$ cat src/rtl/fc_seq_pkg.sv
// Shared definitions for the fully-connected layer sequencer: FSM state encoding
// and the signed 16-bit saturation limits applied to neuron results.
package fc_seq_pkg;

  typedef enum logic [2:0] {
    ST_IDLE    = 3'd0,
    ST_LAUNCH  = 3'd1,
    ST_WAIT    = 3'd2,
    ST_CAPTURE = 3'd3,
    ST_WRITE   = 3'd4,
    ST_DONE    = 3'd5,
    ST_ERR     = 3'd6
  } fc_state_e;

  localparam int signed SAT_MAX = 32'sd32767;
  localparam int signed SAT_MIN = -32'sd32768;

endpackage

$ cat src/rtl/fc_result_sat.sv
// Post-processing for one neuron result: optional ReLU, then clamp to signed 16 bits.
module fc_result_sat
  import fc_seq_pkg::*;
#(
  parameter int RWIDTH = 32
) (
  input  logic [RWIDTH-1:0] din,
  input  logic              relu_en,
  output logic [15:0]       dout
);

  localparam logic signed [RWIDTH-1:0] MAX_R = RWIDTH'(SAT_MAX);
  localparam logic signed [RWIDTH-1:0] MIN_R = RWIDTH'(SAT_MIN);

  logic signed [RWIDTH-1:0] val_s;

  // ReLU clamp of negative values, followed by signed 16-bit saturation
  always_comb begin
    val_s = $signed(din);
    dout  = 16'h0000;
    if (relu_en && din[RWIDTH-1]) begin
      val_s = '0;
    end else begin
      val_s = $signed(din);
    end
    if (val_s > MAX_R) begin
      dout = 16'h7FFF;
    end else if (val_s < MIN_R) begin
      dout = 16'h8000;
    end else begin
      dout = val_s[15:0];
    end
  end

endmodule

$ cat src/rtl/fc_layer_sequencer.sv
// Sequences one fully-connected layer: launches the data mover per neuron pair,
// post-processes the two results and writes them packed into the result BRAM.
module fc_layer_sequencer
  import fc_seq_pkg::*;
#(
  parameter int CNT_BIT = 31,
  parameter int AWIDTH  = 12,
  parameter int DWIDTH  = 32,
  parameter int RWIDTH  = 32,
  parameter int TMO_BIT = 16
) (
  input  logic               clk,
  input  logic               reset,
  input  logic               i_start,
  input  logic [CNT_BIT-1:0] i_num_cnt,
  input  logic [AWIDTH-1:0]  i_num_grp,
  input  logic               i_relu_en,
  input  logic [TMO_BIT-1:0] i_timeout,
  input  logic               i_err_clr,
  output logic               o_idle,
  output logic               o_busy,
  output logic               o_done,
  output logic               o_error,
  output logic [AWIDTH-1:0]  o_grp_idx,
  output logic               o_mv_run,
  output logic [CNT_BIT-1:0] o_mv_num_cnt,
  output logic [AWIDTH-1:0]  o_mv_base,
  input  logic               i_mv_idle,
  input  logic               i_mv_done,
  input  logic [RWIDTH-1:0]  i_result_0,
  input  logic [RWIDTH-1:0]  i_result_1,
  output logic [AWIDTH-1:0]  addr_o,
  output logic               ce_o,
  output logic               we_o,
  output logic [DWIDTH-1:0]  d_o
);

  fc_state_e          state_r;
  logic [CNT_BIT-1:0] num_cnt_r;
  logic [AWIDTH-1:0]  num_grp_r;
  logic               relu_en_r;
  logic [TMO_BIT-1:0] timeout_r;
  logic [TMO_BIT-1:0] timer_r;
  logic [AWIDTH-1:0]  grp_idx_r;
  logic [AWIDTH-1:0]  base_r;
  logic [RWIDTH-1:0]  res0_r;
  logic [RWIDTH-1:0]  res1_r;
  logic               mv_run_r;
  logic               done_r;
  logic               ce_r;
  logic               we_r;
  logic [AWIDTH-1:0]  addr_r;
  logic [DWIDTH-1:0]  data_r;
  logic [15:0]        sat0_s;
  logic [15:0]        sat1_s;

  fc_result_sat #(.RWIDTH(RWIDTH)) u_sat0 (
    .din     (res0_r),
    .relu_en (relu_en_r),
    .dout    (sat0_s)
  );

  fc_result_sat #(.RWIDTH(RWIDTH)) u_sat1 (
    .din     (res1_r),
    .relu_en (relu_en_r),
    .dout    (sat1_s)
  );

  // Layer FSM; strobes are registered on entry to the state they belong to
  always_ff @(posedge clk) begin
    if (reset) begin
      state_r   <= ST_IDLE;
      num_cnt_r <= '0;
      num_grp_r <= '0;
      relu_en_r <= 1'b0;
      timeout_r <= '0;
      timer_r   <= '0;
      grp_idx_r <= '0;
      base_r    <= '0;
      res0_r    <= '0;
      res1_r    <= '0;
      mv_run_r  <= 1'b0;
      done_r    <= 1'b0;
      ce_r      <= 1'b0;
      we_r      <= 1'b0;
      addr_r    <= '0;
      data_r    <= '0;
    end else begin
      mv_run_r <= 1'b0;
      done_r   <= 1'b0;
      ce_r     <= 1'b0;
      we_r     <= 1'b0;
      case (state_r)
        ST_IDLE: begin
          if (i_start) begin
            num_cnt_r <= i_num_cnt;
            num_grp_r <= i_num_grp;
            relu_en_r <= i_relu_en;
            timeout_r <= i_timeout;
            grp_idx_r <= '0;
            base_r    <= '0;
            state_r   <= ST_LAUNCH;
          end else begin
            state_r <= ST_IDLE;
          end
        end
        ST_LAUNCH: begin
          // An empty layer completes without touching the mover or the BRAM
          if ((num_cnt_r == '0) || (num_grp_r == '0)) begin
            done_r  <= 1'b1;
            state_r <= ST_DONE;
          end else if (i_mv_idle) begin
            mv_run_r <= 1'b1;
            timer_r  <= '0;
            state_r  <= ST_WAIT;
          end else begin
            state_r <= ST_LAUNCH;
          end
        end
        ST_WAIT: begin
          if (i_mv_done) begin
            res0_r  <= i_result_0;
            res1_r  <= i_result_1;
            state_r <= ST_CAPTURE;
          end else if ((timeout_r != '0) && (timer_r == timeout_r)) begin
            state_r <= ST_ERR;
          end else begin
            timer_r <= timer_r + TMO_BIT'(1);
          end
        end
        ST_CAPTURE: begin
          addr_r  <= grp_idx_r;
          data_r  <= DWIDTH'({sat0_s, sat1_s});
          ce_r    <= 1'b1;
          we_r    <= 1'b1;
          state_r <= ST_WRITE;
        end
        ST_WRITE: begin
          if (grp_idx_r == (num_grp_r - AWIDTH'(1))) begin
            done_r  <= 1'b1;
            state_r <= ST_DONE;
          end else begin
            // Running sum replaces grp_idx * num_cnt
            grp_idx_r <= grp_idx_r + AWIDTH'(1);
            base_r    <= base_r + num_cnt_r[AWIDTH-1:0];
            state_r   <= ST_LAUNCH;
          end
        end
        ST_DONE: begin
          state_r <= ST_IDLE;
        end
        ST_ERR: begin
          if (i_err_clr) begin
            state_r <= ST_IDLE;
          end else begin
            state_r <= ST_ERR;
          end
        end
        default: begin
          state_r <= ST_IDLE;
        end
      endcase
    end
  end

  assign o_idle       = (state_r == ST_IDLE);
  assign o_busy       = (state_r != ST_IDLE) && (state_r != ST_ERR);
  assign o_error      = (state_r == ST_ERR);
  assign o_done       = done_r;
  assign o_grp_idx    = grp_idx_r;
  assign o_mv_run     = mv_run_r;
  assign o_mv_num_cnt = num_cnt_r;
  assign o_mv_base    = base_r;
  assign addr_o       = addr_r;
  assign ce_o         = ce_r;
  assign we_o         = we_r;
  assign d_o          = data_r;

endmodule

$ cat config.mk
export PLATFORM = sky130hd
export DESIGN_NAME = fc_layer_sequencer
export DESIGN_NICKNAME = d
export VERILOG_FILES = /design/src/rtl/fc_seq_pkg.sv /design/src/rtl/fc_result_sat.sv /design/src/rtl/fc_layer_sequencer.sv
export SDC_FILE = /design/constraint.sdc
export NUM_CORES = 1
export LEC_CHECK = 0
export ABC_AREA = 1
export BUFFER_PORTS_ARGS = -buffer_cell sky130_fd_sc_hd__buf_4
export CORE_MARGIN = 5
export CORE_UTILIZATION = 35
export DETAILED_ROUTE_END_ITERATION = 16
export SETUP_SLACK_MARGIN = 0.3
export SKIP_LAST_GASP = 1
export SYNTH_ARGS = -nofsm -noshare
export SYNTH_HDL_FRONTEND = slang
export SYNTH_HIERARCHICAL = 1
export SYNTH_SLANG_ARGS = --single-unit
$ cat constraint.sdc
create_clock -name clk -period 2.54 [get_ports clk]
set_clock_uncertainty 0.15 [all_clocks]
set_input_delay 0.508 -clock clk [delete_from_list [all_inputs] [get_ports clk]]
set_output_delay 0.508 -clock clk [all_outputs]
set_load 0.02 [all_outputs]
==> run metrics, run 1 <==
clk buf depth 3; worst-margin pin slew 0.6423 ns; shortest period the worst path allows 2.117 ns; Mapped Avg Cell Area 6.844 um^2; drt total wl 32130 um; remaining antenna violation count after routing 0; Min Hold Slack 0.06014 ns; largest net degree at the start of global routing 71; vias per cell 4.832; Die Width 183.0 um; Crit path arrival time 1.46 ns; Die Area 0.03350 mm^2; ant diodes 0; gr ovfl total 0; Max IR drop VDD 0.0004534 V; number of synthesized flops with an enable pin 0; drt first-iter violations 570; share of layout cells above drive strength 1 0.2106; gr usage total 0.1811; total negative slack 0 ns; crit-path max cell delay 0.43 ns; Synth Area in XOR/XNOR 0.03845; static leakage 6.066 nW; Final setup violation count 0; max frequency 472.3 MHz; core area 0.02964 mm^2; mux contribution to synthesized area 0; CTS tree built; CP Capture Type primary output; Synth Area in Simple Gates 0.3046; Synth warnings 6; Die Y 183.0 um; post-placement setup slack 0.1829 ns; clock sink count 214; Clock Pin Slew Worst Setup and Hold Paths 0.06 ns; worst-skew pair later-pin latency 0.52 ns; RSZ-0062 raised after global routing no; Synth Area in Compound Gates 0.1422; # IOs 236; Post-Syn Nets 1676; clk root buf clkbuf_16; largest cells by area after synthesis dfxtp_1 41%, nor2_1 12%, nand2_1 8.5%, o21ai_0 7.8%, a21oi_1 5.7%; H-Tree Depth 1; Finished Cell Area 0.01359 mm^2; post-synthesis sequential area ratio 0.4089; max_slew headroom 0.5713; placed cell area 0.01258 mm^2; via count 10350; fin worst setup slack 0.4228 ns; total CTS buffers 25; largest family of logic cells by synthesized area simple AND/OR/NAND/NOR gates; Port Buffers 235; worst min-delay path class in2reg; worst r2r src num_grp_r[2]; Slew Viols, Final 0; synthesized-area fraction occupied by adder cells 0.01863; Worst Path Max Fanout 6; startpoint types flop; Post-Syn Area 0.01048 mm^2; status finished clean; ys flop type dfxtp_1; vias in the first global route 9971; Async SR Flop Fraction 0; Multi-input gate area 0.005399 mm^2; fill cell count 3076; Crit-path slowest cell dfxtp_2; Yosys cell types 39; Critical Path Source state_r[2]; initial core utilization 0.3535; Synth Instances 1531; crit-path cells inv_1, nor2_4, nor2_1, buf_4; WP data required 1.88 ns; Post-layout nets 1882; FP Rows 63; final worst-path cycle share 0.8336; HP Start i_result_0[8]; initial antenna violation count 0; Synth top area share 0.4089; Max-cap violations 0; HPWL after DPL 22680 um; first-pass GRT wire length 50920 um; pwr/cell area 717.1 mW/mm^2; WL per Instance 15.00 um; critical path type reg2out; Finished Core Util 0.4585; gp weighted congestion 0.8739; Yosys reg bits 214; # DRC 0; detailed-router iteration count before antenna repair 5; area grow syn2layout 29.71%; Reg area 0.004289 mm^2; Yosys top cell by area dfxtp_1; Hold Violations, Final 0
==> synth_stat cells, types with 2 or more instances <==
| cell | n |
|---|---|
| dfxtp_1 | 214 |
| inv_2 | 5 |
| ha_1 | 14 |
| a21oi_1 | 119 |
| buf_2 | 10 |
| o21ai_0 | 163 |
| nor2_4 | 5 |
| nand2_4 | 4 |
| buf_6 | 5 |
| nor3_1 | 17 |
| nand2_2 | 9 |
| inv_1 | 122 |
| or2_2 | 6 |
| xor2_1 | 25 |
| nand3_1 | 68 |
| buf_4 | 6 |
| buf_12 | 2 |
| clkbuf_1 | 62 |
| o21bai_1 | 3 |
| nand2_1 | 238 |
| nand4_1 | 42 |
| nor2_1 | 345 |
| xnor2_1 | 21 |
| nor2_2 | 11 |
==> state kept, by name, indices dropped and copies added (netlist names), 3 cells and up <==
name          count
d_o              32
res0_r           32
res1_r           32
o_mv_num_cnt     31
timeout_r        16
timer_r          16
addr_o           12
num_grp_r        12
o_grp_idx        12
o_mv_base        12
state_r           3
==> logic make-up after synthesis <==
kind of cell / count (synthesis)
AOI/OAI and AO/OA: 291
xor gates and xnor gates: 46
adders and majority gates: 15
buffers and inverters: 215
DFF: 214
and+or+nand+nor: 750
==> worst max-delay path: cells and delay by family, from the launching register on <==
family	cells	cell delay (ns)
flops	1	0.43
buf+inv	2	0.29
simple gates	2	0.22
==> placed cells by master, fill, tap and decap left out, drive strengths merged <==
| cell type | n |
|---|---|
| a211oi | 2 |
| dfxtp | 214 |
| nand3b | 1 |
| a21boi | 1 |
| nor2 | 361 |
| ha | 14 |
| clkbuf | 36 |
| o21a | 1 |
| nor3 | 17 |
| nor3b | 1 |
| a31o | 1 |
| xor2 | 25 |
| nand3 | 69 |
| clkinv | 4 |
| xnor2 | 21 |
| nand4 | 42 |
| bufinv | 3 |
| o21ai | 164 |
| fa | 1 |
| nand2 | 253 |
| buf | 264 |
| or2 | 6 |
| a21oi | 119 |
| inv | 128 |
| nor4 | 1 |
| o21bai | 3 |
==> final cells by class <==
cell class              instances  share of cell area
clock buffers                  35             0.05248
clock inverters                 7            0.008102
inverters                     128             0.03572
multi-input cells            1103              0.3973
flip-flops and latches        214              0.3156
well taps                     390             0.03591
repair buffers                265              0.1549
==> metrics by stage <==
step | std cells | power [mW]
detailed placement | 2094 | 6.097
global placement | 2094 | 6.083
floorplan | 1531 | 5.398
finish | 2142 | 9.746
global route | 2142 | 10.31
CTS | 2138 | 9.837
==> report_power, final <==
group / total (mW) / switching (mW) / internal, mW / leakage, nW
clock: 3.66 / 1.42 / 2.24 / 0.408
combinational: 2.27 / 1.40 / 0.868 / 3.92
sequential: 3.82 / 0.207 / 3.61 / 1.74
==> final timing paths <==
kind / to / cells after the start / slack (ns)
max reg2reg: o_grp_idx[3] / 12 / 0.45
min: res0_r[8] / 3 / 0.06
min reg2reg: o_mv_num_cnt[21] / 2 / 0.32
max: o_busy / 4 / 0.42
==> timing repair <==
item / CTS / global route
hold buffers: 0 / 0
setup endpoints to repair: 21 / 104
pin swaps: 0 / 7
gates resized for setup: 6 / 26
cloned: 0 / 2
buffers inserted: 2 / 2
==> layer usage <==
layer  vias to the layer above  wire, um  GRT usage
met5                         -         0          0
met4                         0       622    0.04321
met3                        38      1996    0.03173
met2                       279     14480     0.2970
met1                      4683     15040     0.2496
li1                       5350         -          -
Note: power is estimated with default switching activity, not from simulation.
==> run 2, diff against run 1 <==
- clock period: 2.54 -> 1.94 ns (I/O delays scaled with it)
==> run 2 against run 1 <==
The run now ends with hold timing, setup timing left. Critical endpoint is now o_mv_base[7]. Clock-buffer cell count is 2 higher. Sequential share of layout area down 7.5 points. Design area is 33% higher. Die area unchanged. Routed wire length increased by 26%.
==> run metrics, run 2 (synthesis results as in run 1) <==
status complete, but fails checks; failing checks hold timing, setup timing; # IOs 236 (unchanged); Finished Core Util 0.6093 (+0.1508); commonest non-fill, non-tap cell in the layout buf_4; worst-margin pin slew 0.7585 ns (+0.1161 ns); number of instances in the placed design 2161 (+3.2%); HPWL after DPL 23280 um (+2.6%); via count 11861 (+15%); WP data required 2.24 ns (+0.36 ns); HP Start i_num_cnt[10]; max frequency 487.3 MHz; Power, Total 14.94 mW (+53%); met1 Use GR 0.2859 (+0.03627); critical path type reg2reg; area grow syn2layout 72.37%; Min Hold Slack -0.01585 ns (-0.07599 ns); vias in the first global route 11571 (+16%); post-placement setup slack -0.1321 ns (-0.3150 ns); startpoint types flop; final worst-path cycle share 1.058; core area 0.02964 mm^2 (unchanged); fin cells 2408 (+12%); Max IR drop VDD 0.0005776 V (+27%); initial core utilization 0.3535 (unchanged); placed cell area 0.01314 mm^2 (+4.5%); Hold Path Stages 3 (unchanged); worst r2r src num_grp_r[1]; Final setup violation count 42 (+42); FP Rows 63 (unchanged); remaining antenna violation count after routing 0 (unchanged); Finished Cell Area 0.01806 mm^2 (+33%); R2R depth 14 (+2); ant diodes 0 (unchanged); fin worst setup slack -0.1123 ns (-0.5351 ns); Port Buffers 235 (unchanged); RSZ-0062 raised after global routing yes; Crit path arrival time 2.35 ns (+0.89 ns); Hold Path Sink o_mv_num_cnt[10]; pwr/cell area 827.1 mW/mm^2 (+15%); H-Tree Depth 1 (unchanged); Slew Viols, Final 0 (unchanged); Clock Pin Slew Worst Setup and Hold Paths 0.06 ns (about the same); shortest period the worst path allows 2.052 ns; first-pass GRT wire length 60730 um (+19%); max_slew headroom 0.4944 (-0.07696); Die Width 183.0 um (unchanged); met2 global-route usage 0.3781 (+0.08105); initial antenna violation count 0 (unchanged); drt total wl 40560 um (+26%); Die Area 0.03350 mm^2 (unchanged); Worst Path Max Fanout 6 (unchanged); total CTS buffers 25 (unchanged); # DRC 0 (unchanged); Critical Path Source num_grp_r[1]; grt peak-use layer met2; gr ovfl total 0 (unchanged); most frequent cells in the layout 301 x buf_4, 297 x nor2_1, 225 x nand2_1, 182 x dfxtp_1, 126 x o21ai_2; Post-layout nets 2145 (+14%); clk root buf clkbuf_16; clk buf depth 3 (unchanged); vias per cell 4.926 (+1.9%); reg2reg end o_mv_base[7]; largest net degree at the start of global routing 109 (+54%); M3 GR Usage 0.03233 (+0.0005950); detailed-router iteration count before antenna repair 5 (unchanged); CTS tree built; drt first-iter violations 653 (+15%); gp weighted congestion 0.9123 (+4.4%); Reg2Reg Setup Slack -0.11 ns (-0.56 ns); Hold Violations, Final 6 (+6); static leakage 7.735 nW (+27%); Max-cap violations 0 (unchanged); worst min-delay path class in2reg; clock sink count 214 (unchanged); total negative slack -2.721 ns (-2.721 ns); gr usage total 0.2202 (+0.03909); Die Y 183.0 um (unchanged); worst-skew pair later-pin latency 0.52 ns (about the same); share of layout cells above drive strength 1 0.3860 (+0.1754); WL per Instance 16.84 um (+12%); CP Capture Type flop
==> run 2: worst max-delay path, cell delays in order, from the launching register on <==
cell     delay [ns]
dfxtp_2        0.34
inv_2          0.05
ha_4           0.23
nand2_2        0.06
inv_2          0.03
nor2_1         0.09
nand2_1        0.06
nor2_1         0.09
nand4_1        0.14
nor2_4         0.17
nand2_4        0.08
nand2_8        0.12
buf_6          0.14
nand3_1        0.09
a21oi_2        0.14
==> run 2: report_power, final <==
group	internal [mW]	total (mW)	switching, mW	leakage [nW]
Combinational	2.15	4.60	2.44	5.53
Sequential	4.73	5.02	0.290	1.76
Clock	3.39	5.31	1.92	0.447
Total	10.3	14.9	4.66	7.73
==> run 2: worst max-delay path by stage <==
stage,slack [ns],endpoint,cells past startpoint
global route,-0.26,o_mv_base[7],14
CTS,-0.05,o_grp_idx[5],15
global placement,-0.06,o_mv_base[2],15
detailed placement,-0.13,timer_r[1],12
floorplan,0.004,o_grp_idx[4],15
finish,-0.11,o_mv_base[7],14
==> run 2: layout make-up <==
class / count / area (um^2)
Timing Repair Buffer: 528 / 5411
Multi-Input combinational cell: 1103 / 6389
Tap cell: 390 / 488.0
Fill cell: 2545 / 11580
Inverter: 128 / 509.2
Sequential cell: 214 / 4339
Clock inverter: 8 / 192.7
Clock buffer: 37 / 730.7
==> run 2: what timing repair did <==
action | 4_1_cts | 5_1_grt
cloned | 22 | 16
setup endpoints to repair | 214 | 241
hold buffers | 97 | 10
resized for setup | 224 | 340
hold endpoints to repair | 97 | 10
buffers inserted | 40 | 17
pin swaps | 54 | 128
==> run 2: per-layer routing <==
layer / wire length (um) / part of all wire
met5: 0 / 0
met4: 1487 / 0.037
met3: 2332 / 0.058
met2: 19640 / 0.48
met1: 17090 / 0.42
==> run 3, diff against run 2 <==
- CORE_MARGIN: 5 -> unset
==> run 3 against run 2 <==
The flow still finishes with violations (hold timing, setup timing). Hold slack improved by 0.0033 ns. Routed wire length is 2.2% lower. Global-route usage grew 1.2 points. Worst setup slack lost 0.045 ns. Combinational power shrank 4.8%. Die area down 8.6%. Sequential power is essentially flat. Non-clock buffer count decreased by 21. Via count down 0.60%. Fmax down 2.1%. Critical path depth down 1. Design area fell by 1.3%. Critical path type unchanged.
==> run metrics, run 3 (synthesis results as in run 1) <==
status complete, but fails checks; failing checks hold timing, setup timing; Min Hold Slack -0.01250 ns (+0.003343 ns); vias per cell 4.941 (+0.32%); drt first-iter violations 681 (+4.3%); via count 11790 (-0.60%); most frequent cells in the layout 291 x buf_4, 263 x nor2_1, 220 x nand2_1, 179 x dfxtp_1, 115 x inv_1; gp weighted congestion 0.9382 (+2.8%); WP data required 2.25 ns (about the same); final worst-path cycle share 1.081 (+0.02310); worst-margin pin slew 0.9231 ns (+0.1647 ns); Final setup violation count 28 (-33%); max layer used met4; Power, Total 14.36 mW (-3.9%); remaining antenna violation count after routing 0 (unchanged); Setup crit end o_mv_base[9]; pwr/cell area 805.8 mW/mm^2 (-2.6%); critical path type reg2reg; # IOs 236 (unchanged); fin worst setup slack -0.1571 ns (-0.04481 ns); CTS tree built; worst min-delay path class in2reg; max_slew headroom 0.3846 (-0.1098); first-pass GRT wire length 57460 um (-5.4%); initial core utilization 0.3602 (+0.006660); Reg2Reg Setup Slack -0.16 ns (-0.04 ns); Die Width 175.0 um (-4.4%); initial antenna violation count 0 (unchanged); detailed-router iteration count before antenna repair 5 (unchanged); Routed met2 length 19050 um (-3.0%); area grow syn2layout 70.06%; total CTS buffers 25 (unchanged); # DRC 0 (unchanged); clk buf depth 3 (unchanged); placed cell area 0.01308 mm^2 (-0.44%); share of layout cells above drive strength 1 0.3801 (-0.005906); Max-cap violations 0 (unchanged); largest net degree at the start of global routing 128 (+17%); Worst Path Max Fanout 7 (+1); Reg area 0.004348 mm^2 (+0.20%); Finished Cell Area 0.01782 mm^2 (-1.3%); Critical Path Source num_grp_r[1]; max frequency 476.8 MHz (-2.1%); Die Y 175.0 um (-4.4%); fill cell count 2544 (-0.039%); WL per Instance 16.63 um (-1.3%); Multi-input gate area 0.006482 mm^2 (+1.5%); Hold Violations, Final 3 (-3); commonest non-fill, non-tap cell in the layout buf_4; met1 WL 16900 um (-1.1%); RSZ-0062 raised after global routing yes; WL met3 2316 um (-0.69%); drt total wl 39680 um (-2.2%); Port Buffers 235 (unchanged); shortest period the worst path allows 2.097 ns (+0.04481 ns); ant diodes 0 (unchanged); startpoint types flop; worst-skew pair later-pin latency 0.53 ns (about the same); Slew Viols, Final 0 (unchanged); CP Capture Type flop; clock sink count 214 (unchanged); Clock Pin Slew Worst Setup and Hold Paths 0.06 ns (about the same); Die Area 0.03063 mm^2 (-8.6%); H-Tree Depth 1 (unchanged); Crit path arrival time 2.40 ns (+0.05 ns); Max IR drop VDD 0.0006984 V (+21%); FP Rows 62 (-1.6%); static leakage 7.531 nW (-2.6%); HPWL after DPL 22570 um (-3.0%); Post-layout nets 2129 (-0.75%); core area 0.02909 mm^2 (-1.8%); clk root buf clkbuf_16; reg2reg end o_mv_base[9]; vias in the first global route 10941 (-5.4%); gr ovfl total 0 (unchanged); R2R depth 13 (-1); worst r2r src num_grp_r[1]; gr usage total 0.2324 (+0.01227)
## run 3: layer usage
layer,track usage,vias up
met3,0.03895,84
met5,0,-
li1,-,5863
met4,0.07645,0
met1,0.2985,5465
met2,0.3935,378
## run 3: report_power, final
part,internal (mW),total [mW],switching (mW)
Combinational,1.96,4.38,2.42
Sequential,4.73,5.02,0.293
Clock,2.98,4.95,1.97
Total,9.68,14.4,4.68
## run 3: worst min path at each step
stage | start | end | slack, ns | cells after the start
floorplan | timeout_r[12] | timeout_r[12] | 0.30 | 2
global placement | o_mv_num_cnt[25] | o_mv_num_cnt[25] | 0.31 | 2
detailed placement | o_mv_num_cnt[12] | o_mv_num_cnt[12] | 0.32 | 2
CTS | i_num_cnt[21] | o_mv_num_cnt[21] | 0.0001 | 3
global route | i_timeout[6] | timeout_r[6] | 0.001 | 3
finish | i_num_grp[10] | num_grp_r[10] | -0.01 | 3
## run 3: cell type report
class,count,area share
multi-input combinational,1107,0.3638
timing repair buffer,507,0.2867
sequential,214,0.2440
clock buffer,33,0.04017
inverter,128,0.02907
tap,384,0.02696
clock inverter,12,0.008146
timing repair inverter,1,0.001124
## run 3: worst max-delay path, stage by stage, from the launching register on
cell and delay, ns:
dfxtp_2 0.36, inv_2 0.05, ha_4 0.26, nor2_2 0.03, nor2_1 0.09, nand2_1 0.06
nor2_1 0.11, nand4_1 0.14, nor2_4 0.18, nand2_4 0.09, nand2_8 0.14, clkbuf_16 0.18
nand3_4 0.06, a21oi_2 0.13
## run 3: timing repair
action,in CTS,in global routing
endpoints found under the setup margin,222,228
pin swaps,61,123
hold buffers,105,1
hold endpoints to repair,105,1
setup buffers,20,23
resized for setup,229,347
cloned,20,17
## run 3: metrics by stage
stage | setup WS [ns] | instances | util | setup TNS [ns] | hold slack (ns)
global placement | -0.08704 | 2155 | 0.4498 | -1.241 | 0.3121
floorplan | 0.004417 | 1531 | - | 0 | 0.3049
finish | -0.1571 | 2386 | 0.6125 | -3.009 | -0.01250
CTS | -0.05589 | 2345 | 0.5611 | -0.5645 | 0.0001129
global route | -0.2660 | 2386 | 0.6125 | -7.514 | 0.001484
detailed placement | -0.1103 | 2155 | 0.4498 | -2.259 | 0.3209
